File: src/rtl/instr_encoder_pkg.sv
// Shared constants for the MIPS instruction encoder.
//
// Holds the mnemonic kind table (the same codes the control-unit decoder
// uses), the primary opcode / function / REGIMM rt values, and small
// helpers that pack the three MIPS instruction formats.
package instr_encoder_pkg;

    // Mnemonic kinds; any 6-bit code not listed here is illegal.
    typedef enum logic [5:0] {
        KIND_NOP   = 6'd0,
        KIND_ADDU  = 6'd1,
        KIND_SUBU  = 6'd2,
        KIND_ADD   = 6'd3,
        KIND_SUB   = 6'd4,
        KIND_AND   = 6'd5,
        KIND_OR    = 6'd6,
        KIND_XOR   = 6'd7,
        KIND_NOR   = 6'd8,
        KIND_SLT   = 6'd9,
        KIND_SLTU  = 6'd10,
        KIND_SLL   = 6'd11,
        KIND_SRL   = 6'd12,
        KIND_SRA   = 6'd13,
        KIND_SLLV  = 6'd14,
        KIND_SRLV  = 6'd15,
        KIND_SRAV  = 6'd16,
        KIND_MULT  = 6'd17,
        KIND_MULTU = 6'd18,
        KIND_DIV   = 6'd19,
        KIND_DIVU  = 6'd20,
        KIND_MFHI  = 6'd21,
        KIND_MFLO  = 6'd22,
        KIND_MTHI  = 6'd23,
        KIND_MTLO  = 6'd24,
        KIND_JR    = 6'd25,
        KIND_JALR  = 6'd26,
        KIND_ORI   = 6'd27,
        KIND_ANDI  = 6'd28,
        KIND_XORI  = 6'd29,
        KIND_ADDI  = 6'd30,
        KIND_ADDIU = 6'd31,
        KIND_SLTI  = 6'd32,
        KIND_SLTIU = 6'd33,
        KIND_LW    = 6'd34,
        KIND_LH    = 6'd35,
        KIND_LHU   = 6'd36,
        KIND_LB    = 6'd37,
        KIND_LBU   = 6'd38,
        KIND_SW    = 6'd39,
        KIND_SH    = 6'd40,
        KIND_SB    = 6'd41,
        KIND_BEQ   = 6'd42,
        KIND_BNE   = 6'd43,
        KIND_LUI   = 6'd44,
        KIND_BLEZ  = 6'd45,
        KIND_BGTZ  = 6'd46,
        KIND_BLTZ  = 6'd47,
        KIND_BGEZ  = 6'd48,
        KIND_J     = 6'd49,
        KIND_JAL   = 6'd50
    } kind_e;

    // Primary opcodes
    localparam logic [5:0] OP_SPECIAL = 6'h00;
    localparam logic [5:0] OP_REGIMM  = 6'h01;
    localparam logic [5:0] OP_J       = 6'h02;
    localparam logic [5:0] OP_JAL     = 6'h03;
    localparam logic [5:0] OP_BEQ     = 6'h04;
    localparam logic [5:0] OP_BNE     = 6'h05;
    localparam logic [5:0] OP_BLEZ    = 6'h06;
    localparam logic [5:0] OP_BGTZ    = 6'h07;
    localparam logic [5:0] OP_ADDI    = 6'h08;
    localparam logic [5:0] OP_ADDIU   = 6'h09;
    localparam logic [5:0] OP_SLTI    = 6'h0A;
    localparam logic [5:0] OP_SLTIU   = 6'h0B;
    localparam logic [5:0] OP_ANDI    = 6'h0C;
    localparam logic [5:0] OP_ORI     = 6'h0D;
    localparam logic [5:0] OP_XORI    = 6'h0E;
    localparam logic [5:0] OP_LUI     = 6'h0F;
    localparam logic [5:0] OP_LB      = 6'h20;
    localparam logic [5:0] OP_LH      = 6'h21;
    localparam logic [5:0] OP_LW      = 6'h23;
    localparam logic [5:0] OP_LBU     = 6'h24;
    localparam logic [5:0] OP_LHU     = 6'h25;
    localparam logic [5:0] OP_SB      = 6'h28;
    localparam logic [5:0] OP_SH      = 6'h29;
    localparam logic [5:0] OP_SW      = 6'h2B;

    // SPECIAL function codes
    localparam logic [5:0] FUNC_SLL   = 6'h00;
    localparam logic [5:0] FUNC_SRL   = 6'h02;
    localparam logic [5:0] FUNC_SRA   = 6'h03;
    localparam logic [5:0] FUNC_SLLV  = 6'h04;
    localparam logic [5:0] FUNC_SRLV  = 6'h06;
    localparam logic [5:0] FUNC_SRAV  = 6'h07;
    localparam logic [5:0] FUNC_JR    = 6'h08;
    localparam logic [5:0] FUNC_JALR  = 6'h09;
    localparam logic [5:0] FUNC_MFHI  = 6'h10;
    localparam logic [5:0] FUNC_MTHI  = 6'h11;
    localparam logic [5:0] FUNC_MFLO  = 6'h12;
    localparam logic [5:0] FUNC_MTLO  = 6'h13;
    localparam logic [5:0] FUNC_MULT  = 6'h18;
    localparam logic [5:0] FUNC_MULTU = 6'h19;
    localparam logic [5:0] FUNC_DIV   = 6'h1A;
    localparam logic [5:0] FUNC_DIVU  = 6'h1B;
    localparam logic [5:0] FUNC_ADD   = 6'h20;
    localparam logic [5:0] FUNC_ADDU  = 6'h21;
    localparam logic [5:0] FUNC_SUB   = 6'h22;
    localparam logic [5:0] FUNC_SUBU  = 6'h23;
    localparam logic [5:0] FUNC_AND   = 6'h24;
    localparam logic [5:0] FUNC_OR    = 6'h25;
    localparam logic [5:0] FUNC_XOR   = 6'h26;
    localparam logic [5:0] FUNC_NOR   = 6'h27;
    localparam logic [5:0] FUNC_SLT   = 6'h2A;
    localparam logic [5:0] FUNC_SLTU  = 6'h2B;

    // REGIMM selectors carried in the rt field
    localparam logic [4:0] RT_BLTZ = 5'd0;
    localparam logic [4:0] RT_BGEZ = 5'd1;

    function automatic logic [31:0] r_word(input logic [4:0] rs, input logic [4:0] rt,
                                           input logic [4:0] rd, input logic [4:0] shamt,
                                           input logic [5:0] func);
        return {OP_SPECIAL, rs, rt, rd, shamt, func};
    endfunction

    function automatic logic [31:0] i_word(input logic [5:0] op, input logic [4:0] rs,
                                           input logic [4:0] rt, input logic [15:0] imm16);
        return {op, rs, rt, imm16};
    endfunction

    function automatic logic [31:0] j_word(input logic [5:0] op, input logic [25:0] imm26);
        return {op, imm26};
    endfunction

endpackage

File: src/rtl/instr_encoder_fifo.sv
// instr_fifo: DEPTH x WIDTH synchronous FIFO for encoded instruction words.
//
// Ports:
//   clk, reset  clock (rising edge) / asynchronous active-low reset
//   flush       synchronous clear; wins over push and pop
//   push, wdata write request and data (ignored when full)
//   pop         advance head (ignored when empty)
//   rdata       word at head (meaningful only when !empty)
//   full, empty occupancy flags
module instr_fifo
    import instr_encoder_pkg::*;
#(
    parameter int DEPTH = 4,
    parameter int WIDTH = 32
) (
    input  logic             clk,
    input  logic             reset,
    input  logic             flush,
    input  logic             push,
    input  logic             pop,
    input  logic [WIDTH-1:0] wdata,
    output logic [WIDTH-1:0] rdata,
    output logic             full,
    output logic             empty
);

    localparam int PTR_W = $clog2(DEPTH);
    localparam int CNT_W = PTR_W + 1;

    logic [WIDTH-1:0] mem [DEPTH];
    logic [PTR_W-1:0] wr_ptr;
    logic [PTR_W-1:0] rd_ptr;
    logic [CNT_W-1:0] count;
    logic             do_push;
    logic             do_pop;

    assign full    = (count == CNT_W'(DEPTH));
    assign empty   = (count == '0);
    assign do_push = push && !full && !flush;
    assign do_pop  = pop && !empty && !flush;
    assign rdata   = mem[rd_ptr];

    // Pointers wrap naturally because DEPTH is a power of two.
    always_ff @(posedge clk or negedge reset) begin
        if (!reset) begin
            wr_ptr <= '0;
            rd_ptr <= '0;
            count  <= '0;
        end else if (flush) begin
            wr_ptr <= '0;
            rd_ptr <= '0;
            count  <= '0;
        end else begin
            if (do_push) wr_ptr <= wr_ptr + PTR_W'(1);
            if (do_pop)  rd_ptr <= rd_ptr + PTR_W'(1);
            case ({do_push, do_pop})
                2'b10:   count <= count + CNT_W'(1);
                2'b01:   count <= count - CNT_W'(1);
                default: count <= count;
            endcase
        end
    end

    // Storage carries no reset; stale entries are never visible past the count.
    always_ff @(posedge clk) begin
        if (do_push) mem[wr_ptr] <= wdata;
    end

endmodule

File: src/rtl/instr_encoder.sv
// instr_encoder: builds 32-bit MIPS instruction words from a mnemonic kind
// plus register / immediate fields and streams them out through a FIFO,
// tagging each emitted word with a running byte address.
//
// Ports:
//   clk, reset            clock / asynchronous active-low reset
//   flush                 empty the FIFO (address counter kept)
//   in_valid, in_ready    request handshake (in_ready = FIFO not full)
//   in_kind               mnemonic kind code (kind_e)
//   in_rs/rt/rd/shamt     register and shift fields
//   in_imm16, in_imm26    immediate / branch offset, jump index
//   out_valid, out_ready  head-of-FIFO handshake
//   out_instr, out_addr   head word (0 when empty) and its byte address
//   err_illegal           one-cycle pulse after an illegal kind is accepted
//   illegal_cnt           saturating count of accepted illegal kinds
module instr_encoder
    import instr_encoder_pkg::*;
#(
    parameter int          DEPTH     = 4,
    parameter logic [31:0] BASE_ADDR = 32'h0000_3000
) (
    input  logic        clk,
    input  logic        reset,
    input  logic        flush,
    input  logic        in_valid,
    output logic        in_ready,
    input  logic [5:0]  in_kind,
    input  logic [4:0]  in_rs,
    input  logic [4:0]  in_rt,
    input  logic [4:0]  in_rd,
    input  logic [4:0]  in_shamt,
    input  logic [15:0] in_imm16,
    input  logic [25:0] in_imm26,
    output logic        out_valid,
    input  logic        out_ready,
    output logic [31:0] out_instr,
    output logic [31:0] out_addr,
    output logic        err_illegal,
    output logic [7:0]  illegal_cnt
);

    logic [31:0] enc_word;
    logic        enc_legal;
    logic        accept;
    logic        push;
    logic        pop;
    logic        fifo_full;
    logic        fifo_empty;
    logic [31:0] fifo_rdata;

    function automatic logic [7:0] sat_inc(input logic [7:0] v);
        return (v == 8'hFF) ? v : v + 8'd1;
    endfunction

    assign in_ready  = !fifo_full;
    assign accept    = in_valid && in_ready;
    assign push      = accept && enc_legal;
    assign out_valid = !fifo_empty;
    assign pop       = out_valid && out_ready && !flush;
    assign out_instr = out_valid ? fifo_rdata : 32'h0;

    // Encode mux: unused fields are tied to zero regardless of input.
    always_comb begin
        enc_word  = 32'h0;
        enc_legal = 1'b1;
        case (kind_e'(in_kind))
            KIND_NOP:   enc_word = 32'h0;
            KIND_ADDU:  enc_word = r_word(in_rs, in_rt, in_rd, 5'd0, FUNC_ADDU);
            KIND_SUBU:  enc_word = r_word(in_rs, in_rt, in_rd, 5'd0, FUNC_SUBU);
            KIND_ADD:   enc_word = r_word(in_rs, in_rt, in_rd, 5'd0, FUNC_ADD);
            KIND_SUB:   enc_word = r_word(in_rs, in_rt, in_rd, 5'd0, FUNC_SUB);
            KIND_AND:   enc_word = r_word(in_rs, in_rt, in_rd, 5'd0, FUNC_AND);
            KIND_OR:    enc_word = r_word(in_rs, in_rt, in_rd, 5'd0, FUNC_OR);
            KIND_XOR:   enc_word = r_word(in_rs, in_rt, in_rd, 5'd0, FUNC_XOR);
            KIND_NOR:   enc_word = r_word(in_rs, in_rt, in_rd, 5'd0, FUNC_NOR);
            KIND_SLT:   enc_word = r_word(in_rs, in_rt, in_rd, 5'd0, FUNC_SLT);
            KIND_SLTU:  enc_word = r_word(in_rs, in_rt, in_rd, 5'd0, FUNC_SLTU);
            KIND_SLL:   enc_word = r_word(5'd0, in_rt, in_rd, in_shamt, FUNC_SLL);
            KIND_SRL:   enc_word = r_word(5'd0, in_rt, in_rd, in_shamt, FUNC_SRL);
            KIND_SRA:   enc_word = r_word(5'd0, in_rt, in_rd, in_shamt, FUNC_SRA);
            KIND_SLLV:  enc_word = r_word(in_rs, in_rt, in_rd, 5'd0, FUNC_SLLV);
            KIND_SRLV:  enc_word = r_word(in_rs, in_rt, in_rd, 5'd0, FUNC_SRLV);
            KIND_SRAV:  enc_word = r_word(in_rs, in_rt, in_rd, 5'd0, FUNC_SRAV);
            KIND_MULT:  enc_word = r_word(in_rs, in_rt, 5'd0, 5'd0, FUNC_MULT);
            KIND_MULTU: enc_word = r_word(in_rs, in_rt, 5'd0, 5'd0, FUNC_MULTU);
            KIND_DIV:   enc_word = r_word(in_rs, in_rt, 5'd0, 5'd0, FUNC_DIV);
            KIND_DIVU:  enc_word = r_word(in_rs, in_rt, 5'd0, 5'd0, FUNC_DIVU);
            KIND_MFHI:  enc_word = r_word(5'd0, 5'd0, in_rd, 5'd0, FUNC_MFHI);
            KIND_MFLO:  enc_word = r_word(5'd0, 5'd0, in_rd, 5'd0, FUNC_MFLO);
            KIND_MTHI:  enc_word = r_word(in_rs, 5'd0, 5'd0, 5'd0, FUNC_MTHI);
            KIND_MTLO:  enc_word = r_word(in_rs, 5'd0, 5'd0, 5'd0, FUNC_MTLO);
            KIND_JR:    enc_word = r_word(in_rs, 5'd0, 5'd0, 5'd0, FUNC_JR);
            KIND_JALR:  enc_word = r_word(in_rs, 5'd0, in_rd, 5'd0, FUNC_JALR);
            KIND_ORI:   enc_word = i_word(OP_ORI,   in_rs, in_rt, in_imm16);
            KIND_ANDI:  enc_word = i_word(OP_ANDI,  in_rs, in_rt, in_imm16);
            KIND_XORI:  enc_word = i_word(OP_XORI,  in_rs, in_rt, in_imm16);
            KIND_ADDI:  enc_word = i_word(OP_ADDI,  in_rs, in_rt, in_imm16);
            KIND_ADDIU: enc_word = i_word(OP_ADDIU, in_rs, in_rt, in_imm16);
            KIND_SLTI:  enc_word = i_word(OP_SLTI,  in_rs, in_rt, in_imm16);
            KIND_SLTIU: enc_word = i_word(OP_SLTIU, in_rs, in_rt, in_imm16);
            KIND_LW:    enc_word = i_word(OP_LW,    in_rs, in_rt, in_imm16);
            KIND_LH:    enc_word = i_word(OP_LH,    in_rs, in_rt, in_imm16);
            KIND_LHU:   enc_word = i_word(OP_LHU,   in_rs, in_rt, in_imm16);
            KIND_LB:    enc_word = i_word(OP_LB,    in_rs, in_rt, in_imm16);
            KIND_LBU:   enc_word = i_word(OP_LBU,   in_rs, in_rt, in_imm16);
            KIND_SW:    enc_word = i_word(OP_SW,    in_rs, in_rt, in_imm16);
            KIND_SH:    enc_word = i_word(OP_SH,    in_rs, in_rt, in_imm16);
            KIND_SB:    enc_word = i_word(OP_SB,    in_rs, in_rt, in_imm16);
            KIND_BEQ:   enc_word = i_word(OP_BEQ,   in_rs, in_rt, in_imm16);
            KIND_BNE:   enc_word = i_word(OP_BNE,   in_rs, in_rt, in_imm16);
            KIND_LUI:   enc_word = i_word(OP_LUI,   5'd0,  in_rt, in_imm16);
            KIND_BLEZ:  enc_word = i_word(OP_BLEZ,  in_rs, 5'd0,  in_imm16);
            KIND_BGTZ:  enc_word = i_word(OP_BGTZ,  in_rs, 5'd0,  in_imm16);
            // REGIMM branches select the condition through the rt field.
            KIND_BLTZ:  enc_word = i_word(OP_REGIMM, in_rs, RT_BLTZ, in_imm16);
            KIND_BGEZ:  enc_word = i_word(OP_REGIMM, in_rs, RT_BGEZ, in_imm16);
            KIND_J:     enc_word = j_word(OP_J,   in_imm26);
            KIND_JAL:   enc_word = j_word(OP_JAL, in_imm26);
            default:    enc_legal = 1'b0;
        endcase
    end

    instr_fifo #(
        .DEPTH (DEPTH),
        .WIDTH (32)
    ) u_fifo (
        .clk   (clk),
        .reset (reset),
        .flush (flush),
        .push  (push),
        .pop   (pop),
        .wdata (enc_word),
        .rdata (fifo_rdata),
        .full  (fifo_full),
        .empty (fifo_empty)
    );

    // Illegal kinds still complete the handshake; they are only counted.
    always_ff @(posedge clk or negedge reset) begin
        if (!reset) begin
            out_addr    <= BASE_ADDR;
            err_illegal <= 1'b0;
            illegal_cnt <= 8'd0;
        end else begin
            err_illegal <= accept && !enc_legal;
            if (accept && !enc_legal) illegal_cnt <= sat_inc(illegal_cnt);
            if (pop) out_addr <= out_addr + 32'd4;
        end
    end

endmodule
File: config.mk
export PLATFORM = sky130hd
export DESIGN_NAME = instr_encoder
export DESIGN_NICKNAME = d
export VERILOG_FILES = /design/src/rtl/instr_encoder_pkg.sv /design/src/rtl/instr_encoder_fifo.sv /design/src/rtl/instr_encoder.sv
export SDC_FILE = /design/constraint.sdc
export NUM_CORES = 1
export LEC_CHECK = 0
export ABC_AREA = 1
export CAP_MARGIN = 20
export CORE_ASPECT_RATIO = 1.1
export CORE_UTILIZATION = 55
export DETAILED_ROUTE_END_ITERATION = 16
export PLACE_DENSITY = 0.84
export SYNTH_ARGS = -nofsm -noshare
export SYNTH_HDL_FRONTEND = slang
export SYNTH_SLANG_ARGS = --single-unit
File: constraint.sdc
create_clock -name clk -period 4.6 [get_ports clk]
set_input_delay 0.92 -clock clk [delete_from_list [all_inputs] [get_ports clk]]
set_output_delay 0.92 -clock clk [all_outputs]
set_load 0.01 [all_outputs]
==> results.toml <==
[worst_setup_path]
regToRegStartpoint = "u_fifo.count[0]"
critPathLaunchType = "flip-flop"
r2r_end = "out_addr[21]"
rr_worst_depth = 15
cp.required_ns = 3.68
endpoint_kind = "output port"
timing.critical_path.to = "out_instr[5]"
cp_max_fo = 21
arrival_ns = 2.68
crit_start = "u_fifo.count[0]"
r2r_setup_slack_ns = 2.34
critPathKind = "flip-flop to output port"

[die]
die_y_um = 132
io_pins = 148
dieArea_um2 = 15800
die_w_um = 120
floorplan.initialDensity_pct = 56.2
core_area_um2 = 15000
num_rows = 47

[power]
comb_power_share_pct = 17.5
p_per_area_nw_per_um2 = 369
pwr-share-seq_pct = 46.2
p_clk_share_pct = 36.2
p_switching_mw = 1.05
ir_drop_mv = 0.267
p_int_mw = 2.92
p_sw_share_pct = 26.5
p_leak_nw = 4.35

[sta]
hold_viol = 0
max_freq_mhz = 278
fin_tns_setup_ns = 0
clock_skew_ns = 0.00863
period_minus_slack_ns = 3.60
rsz0062_at_grt = "false"
drv_slew = 0
setup_viol = 0
maxSlewHeadroom_pct = 39.3
period_share_pct = 78.2
holdWs_ns = 0.299
worst_slew_pin_slew_ns = 0.888

[synthesis]
synth_xor_area_share_pct = 3.64
avgSynthCellArea_um2 = 9.35
synth_cells = 901
synthSimpleGateAreaFrac_pct = 25.1
synthAdderAreaFrac_pct = 1.13
yosysSeqAreaShare_pct = 57.9
ys_seq_elements = 170
synth_top_family_by_area = "simple AND/OR/NAND/NOR gates"
synth_compound_area_share_pct = 8.03
syn_area_um2 = 8430
synthMuxAreaShare_pct = 0
synth.distinct_cells = 42
yosysWarnings = 0

[placement]
placed_cells = 1225
place.gp.congestion = 0.961
io_buffer_count = 144
dpl.hpwl_mm = 14.4

[hold_path]
hold_path.class = "input port to async pin"

[clocking]
clock-sinks = 170
cts-resized-gates = 0
cts_buffers = 17
cts_setup_buffers = 0
htreeDepth = 4
hold_buffers = 0
clock_path_buffers = 2
root_buffer = "clkbuf_16"
clk_pin_slew_worst_paths_ns = 0.06
cts_tree = "yes"
clock_latency_ns = 0.42

[routing]
drtPass1Iterations = 5
num_vias = 6951
avgRoutedWirePerCell_um = 17.1
routed_wl_mm = 21.6
drt-initial-drc-count = 685
ant_nets = 0
drc = 0
avgViaCountPerCell = 5.52

[global_routing]
grt_max_degree = 63
grt_pass1_vias = 6720
grt_use_total_pct = 27.9
grt_overflow = 0
antenna_found_initial = 0
grt_pass1_wl_mm = 33.9

[finish]
fin_cells = 1259
areaGrowthSynthToFinish_pct = 27.9
nets = 1130
drive_gt1_share_pct = 9.13
num_antenna_cells = 0

[outcome]
status = "finished, final reports clean"

[job]
cap_violations = 0
-- logic make-up after synthesis --
| kind of cell | after synthesis |
|---|---|
| simple gates | 471 |
| flops | 170 |
| compound gates | 127 |
| buf+inv | 90 |
| xor+xnor | 35 |
| fa+ha+maj | 7 |
| other cells | 1 |
-- Yosys cell counts (all sizes together) --
| master | instances | area, µm² |
|---|---|---|
| nor3b | 2 | 15.0 |
| nand4 | 17 | 106 |
| nand2 | 180 | 731 |
| o2111ai | 2 | 17.5 |
| clkbuf | 23 | 86.3 |
| inv | 57 | 214 |
| dfrtp | 44 | 1100 |
| edfxtp | 124 | 3720 |
| a21oi | 40 | 204 |
| a2111oi | 1 | 8.76 |
| nor4 | 5 | 37.5 |
| conb | 1 | 3.75 |
| a211oi | 1 | 7.51 |
| o21ai | 76 | 380 |
| o31ai | 1 | 7.51 |
| nand3b | 1 | 20.0 |
| buf | 9 | 51.3 |
| fa | 1 | 20.0 |
| o211ai | 1 | 7.51 |
| xor2 | 23 | 201 |
| a221oi | 1 | 8.76 |
| xnor2 | 12 | 105 |
| nor3 | 13 | 76.3 |
| dfstp | 2 | 52.6 |
| ha | 6 | 75.1 |
| nor2 | 197 | 830 |
| a22o | 4 | 35.0 |
| clkinv | 1 | 3.75 |
| nand3 | 56 | 298 |
-- through the flow --
| step | instance area [µm²] | worst slack [ns] | power (mW) | utilization (%) |
|---|---|---|---|---|
| after floorplan | 8440 | 0.855 | 2.21 | - |
| after global placement | 10100 | 0.714 | 2.53 | 67.4 |
| after detailed placement | 10100 | 0.707 | 2.56 | 67.6 |
| after CTS | 10700 | 0.983 | 3.99 | 71.6 |
| after global routing | 10800 | 0.853 | 4.13 | 71.9 |
| final | 10800 | 1.00 | 3.98 | 71.9 |
-- metal layers --
| layer | global-route usage, % | share of wire [%] |
|---|---|---|
| met3 | 6.06 | 8.1 |
| met1 | 35.3 | 41 |
| met4 | 10.6 | 2.1 |
| met2 | 46.8 | 49 |
| met5 | 0 | 0 |
-- critical path: stages, from the launching register on --
cell	delay, ns
dfrtp_1	0.41
inv_1	0.15
nand3b_4	0.12
inv_1	0.63
buf_4	0.33
a21oi_1	0.09
clkdlybuf4s50_1	0.50
-- final cells by class --
type	instances	area, µm²
sequential	170	4880
fill	1062	4220
multi-input combinational	643	3210
timing repair buffer	160	1630
clock buffer	17	425
tap	196	245
inverter	58	218
clock inverter	15	174
-- registers in the layout (all words and copies together) (netlist names) --
| signal | flops |
|---|---|
| err_illegal | 1 |
| u_fifo.mem | 124 |
| u_fifo.rd_ptr | 2 |
| illegal_cnt | 8 |
| out_addr | 30 |
| u_fifo.wr_ptr | 2 |
| u_fifo.count | 3 |
-- how the worst min path moves through the flow --
stage	endpoint	slack (ns)	depth (start not counted)
2_1_floorplan	u_fifo.wr_ptr[0]	0.51	1
3_3_place_gp	out_addr[10]	0.49	1
3_5_place_dp	out_addr[10]	0.50	1
4_1_cts	out_addr[10]	0.51	1
5_1_grt	out_addr[10]	0.29	1
6_report	out_addr[9]	0.30	1
-- power by group through the flow --
stage | combinational (mW) | clock (mW) | sequential (mW)
5_1_grt | 0.762 | 1.52 | 1.85
3_3_place_gp | 0.671 | 0 | 1.86
2_1_floorplan | 0.331 | 0 | 1.87
6_report | 0.698 | 1.44 | 1.84
4_1_cts | 0.694 | 1.46 | 1.84
3_5_place_dp | 0.689 | 0 | 1.87
-- cell usage in the layout, fill, tap and decap left out, drive strengths merged, types with 2 or more instances in the layout --
cell type / instances
dfrtp: 44
nor4: 5
ha: 6
buf: 17
clkinvlp: 5
a21oi: 40
bufinv: 3
nor3b: 2
o2111ai: 2
nor3: 13
xor2: 23
xnor2: 12
clkbuf: 17
nand2: 180
nand3: 56
inv: 59
dfstp: 2
a22o: 4
clkdlybuf4s50: 143
clkinv: 6
o21ai: 76
nor2: 197
conb: 3
edfxtp: 124
nand4: 17
Note: power is estimated with default switching activity, not from simulation.
==> edit 1, RTL diff (same settings) <==
`DEPTH` is set to 4 in 2 places; all go to 8.
--- a/src/rtl/instr_encoder_fifo.sv
+++ b/src/rtl/instr_encoder_fifo.sv
@@ -11,5 +11,5 @@
     import instr_encoder_pkg::*;
 #(
-    parameter int DEPTH = 4,
+    parameter int DEPTH = 8,
     parameter int WIDTH = 32
 ) (
--- a/src/rtl/instr_encoder.sv
+++ b/src/rtl/instr_encoder.sv
@@ -17,5 +17,5 @@
     import instr_encoder_pkg::*;
 #(
-    parameter int          DEPTH     = 4,
+    parameter int          DEPTH     = 8,
     parameter logic [31:0] BASE_ADDR = 32'h0000_3000
 ) (
Formal check against the unedited RTL: no difference found for any inputs over 4 cycles, from zero or initial values and one cycle with reset low; that may be too few to reach the edited logic, so the function may still have changed.
==> edit 1 against the original RTL <==
Worst setup slack worse by 0.77 ns. Synthesized area is 56% higher. Cell area is 49% higher. Cell count is 34% higher. Via count is 45% higher. Sequential cell count is 127 higher. Total power is 99% higher. Routed wire length is 53% higher. Largest power group unchanged.
==> edit 1: results (changes against the original RTL) <==
metric	value	unit	change
status	completed		
grt_max_degree	79		+25%
p_int	5.47	mW	+87%
drt_pass1_iterations	7		+2
vdd_drop_max	0.334	mV	+25%
placed_cell_area	15000	sq um	+48%
synth-seq-area-share	66.1	%	+8.2 points
globalplace.congestion	0.900		-6.3%
fin_util	69.4	%	-2.5 points
dp_cells	1638		+34%
routed_wl	33100	um	+53%
combPwrFrac	27.3	%	+9.8 points
reg.largest.list	u_fifo.mem (248), out_addr (30), illegal_cnt (8)		
h-tree-depth	1		-3
wl_met3	2800	um	+60%
finalPower	7.93	mW	+99%
vias_per_cell	5.97		+8.2%
hold_slack	0.278	ns	-0.0205 ns
skew	0.0215	ns	+0.0128 ns
pre_cts_ws	0.490	ns	-0.217 ns
grt_pass1_vias	10000		+49%
min_period	4.36	ns	+0.766 ns
clock_latency	0.56	ns	+0.14 ns
synth-edff-count	248		+100%
fillers	1557		+47%
tightest_slew	0.978	ns	+0.0899 ns
reg2reg_setup_slack	1.37	ns	-0.97 ns
p_leak	6.07	nW	+40%
edit 1: worst paths after layout:
path,from,to,cells after the start
setup reg to reg,u_fifo.count[0],u_fifo.count[3],15
min in group clk,out_addr[31],out_addr[31],1
hold / removal,reset,u_fifo.wr_ptr[2],1
max in group asynchronous,reset,u_fifo.rd_ptr[0],2
setup / recovery,u_fifo.rd_ptr[0],out_instr[29],6
hold reg to reg,out_addr[31],out_addr[31],1
edit 1: kinds of logic after synthesis:
logic type,share of synthesized area (%)
compound gates,10.7
xor+xnor,2.47
fa+ha+maj,0.724
buf+inv,3.43
flops,66.1
other cells,0.0286
simple gates,16.5
edit 1: final cells by class:
| cell class | count | share of cell area (%) |
|---|---|---|
| Multi-Input combinational cell | 816 | 25.1 |
| Clock buffer | 37 | 5.00 |
| Timing Repair Buffer | 166 | 10.7 |
| Tap cell | 300 | 2.34 |
| Sequential cell | 297 | 54.0 |
| Clock inverter | 17 | 1.46 |
| Inverter | 59 | 1.38 |
==> edit 2, RTL diff (same flow settings) <==
Made on the original files. Make the reset (`reset`) synchronous in 2 clocked blocks. Comments in the files are not updated.
--- a/src/rtl/instr_encoder_fifo.sv
+++ b/src/rtl/instr_encoder_fifo.sv
@@ -42,5 +42,5 @@
 
     // Pointers wrap naturally because DEPTH is a power of two.
-    always_ff @(posedge clk or negedge reset) begin
+    always_ff @(posedge clk) begin
         if (!reset) begin
             wr_ptr <= '0;
--- a/src/rtl/instr_encoder.sv
+++ b/src/rtl/instr_encoder.sv
@@ -137,5 +137,5 @@
 
     // Illegal kinds still complete the handshake; they are only counted.
-    always_ff @(posedge clk or negedge reset) begin
+    always_ff @(posedge clk) begin
         if (!reset) begin
             out_addr    <= BASE_ADDR;
Function: differs if reset is asserted again (counterexample within 4 cycles, from zero or initial values and one cycle with reset low); with reset held inactive, the same outputs for 4 cycles.
==> edit 2 against the original RTL <==
Synthesized area grew 0.50%. Routed wire length increased by 1.0%. Critical path depth is 12 higher. Sequential cell count increased by 2. Hold slack gained 0.17 ns. Total power is 12% lower. Synthesized cell count is 6.8% higher. Core utilization increased by 0.077 points. Count of clock-buffer cells in the layout is the same. Cell area increased by 0.50%. Worst setup slack worse by 0.14 ns. Largest cell class unchanged.
==> edit 2: results (changes against the original RTL) <==
metric	value	unit	change
status	completed		
slowest_stage	clkdlybuf4s50_1		
cp_top_family	simple AND/OR/NAND/NOR gates		
relSlewSlack	46.4	%	+7.2 points
h-tree-depth	4		unchanged
diodes	0		unchanged
fin_nets	1190		+5.3%
synth_area_per_cell	8.81	sq um	-5.9%
synth.distinct_cells	43		+2.4%
post_cts_buffers	0		unchanged
pre_cts_ws	0.463	ns	-0.244 ns
crit_fanout	10		-52%
synth_warnings	0		unchanged
cts_buffers	17		unchanged
grt_pass1_wl	34800	um	+2.6%
vdd_drop_max	0.226	mV	-15%
ys_top_cells_by_count	nor2_1, nand2_1, edfxtp_1		
grt_max_degree	43		-32%
netlist_top_cells_area	edfxtp_1, dfxtp_1, nor2_1, nand2_1, o21ai_0		
reg.largest.list	u_fifo.mem (124), out_addr (30), illegal_cnt (8)		
grt_util_all_layers	28.3	%	+0.40 points
min_path_type	reg2reg		
drt_iter0_drc	561		-18%
p_leak	4.06	nW	-6.6%
numPortBuffers	144		unchanged
cts.clk_slew.worst_paths	0.06	ns	about the same
arrival	4.04	ns	+1.36 ns
grt_pass1_vias	6914		+2.9%
dp_cells	1285		+4.9%
routed_wl	21800	um	+1.0%
wire_per_inst	16.5	um	-3.5%
clock_latency	0.43	ns	
async_reset_ff_share	0	%	-27 points
cts-root-buf	clkbuf_16		
dp_hpwl	14700	um	+2.1%
drt_pass1_iterations	5		unchanged
ctsResizeCount	0		unchanged
num_vias	7229		+4.0%
ctsLongestPathBuffers	2		unchanged
antenna_found_initial	0		unchanged
globalplace.congestion	0.868		-9.7%
synth-edff-count	124		unchanged
slowest_delay	0.63	ns	about the same
synth_top_area_cell	edfxtp_1		
drive_gt1_share	9.63	%	+0.50 points
synth-seq-area-share	55.3	%	-2.6 points
skew	0.0137	ns	+0.00509 ns
edit 2: cell types whose count changed in the layout (fill, tap and decap cells not counted), sizes merged, moves of 14 or more:
cell	change
dfxtp	+48
dfrtp	-44
a21oi	+26
nor2	+24
inv	+16
o21ai	+14
xor2	-14
edit 2: final timing paths:
check	start	end	slack, ns	cells past startpoint
min reg2reg	u_fifo.rd_ptr[1]	u_fifo.rd_ptr[1]	0.47	2
max	in_kind[5]	u_fifo.count[2]	0.86	18
min	u_fifo.rd_ptr[1]	u_fifo.rd_ptr[1]	0.47	2
max reg2reg	u_fifo.count[0]	u_fifo.count[2]	2.25	12
edit 2: cells by family (layout without fill, tap and decap cells):
family	after synthesis	after routing	synth area share, %
AOI/OAI and AO/OA	166	166	10.2
xor gates and xnor gates	12	12	1.24
adders and majority gates	8	8	1.27
buffers and inverters	101	259	4.74
DFF	172	172	55.3
other	1	3	0.0443
and+or+nand+nor	502	502	27.2
edit 2: report_power, final:
part	switching [mW]	internal, mW
combinational	0.223	0.140
clock	0.645	0.778
sequential	0.0105	1.72
edit 2: layout make-up:
type / instances / area (sq um)
Fill cell: 1139 / 4220
Clock buffer: 17 / 425
Clock inverter: 15 / 170
Inverter: 67 / 251
Sequential cell: 172 / 4690
Tap cell: 196 / 245
Timing Repair Buffer: 160 / 1630
Multi-Input combinational cell: 691 / 3420
edit 2: through the flow:
step | area, sq um | util, %
detailed placement | 10200 | 67.8
floorplan | 8480 | -
global placement | 10200 | 67.8
CTS | 10800 | 71.8
global route | 10800 | 72.0
finish | 10800 | 72.0
edit 2: worst min-delay path: stages (launching register included):
cell     delay [ns]
dfxtp_1        0.30
inv_1          0.06
a21oi_1        0.07
edit 2: routing by layer:
| layer | wire length (um) | share of wire (%) | vias up | GRT usage [%] |
|---|---|---|---|---|
| met3 | 1590 | 7.3 | 33 | 6.92 |
| met4 | 448 | 2.1 | 0 | 9.40 |
| li1 | - | - | 3554 | - |
| met1 | 9020 | 41 | 3371 | 35.5 |
| met2 | 10700 | 49 | 271 | 47.8 |
| met5 | 0 | 0 | - | 0 |
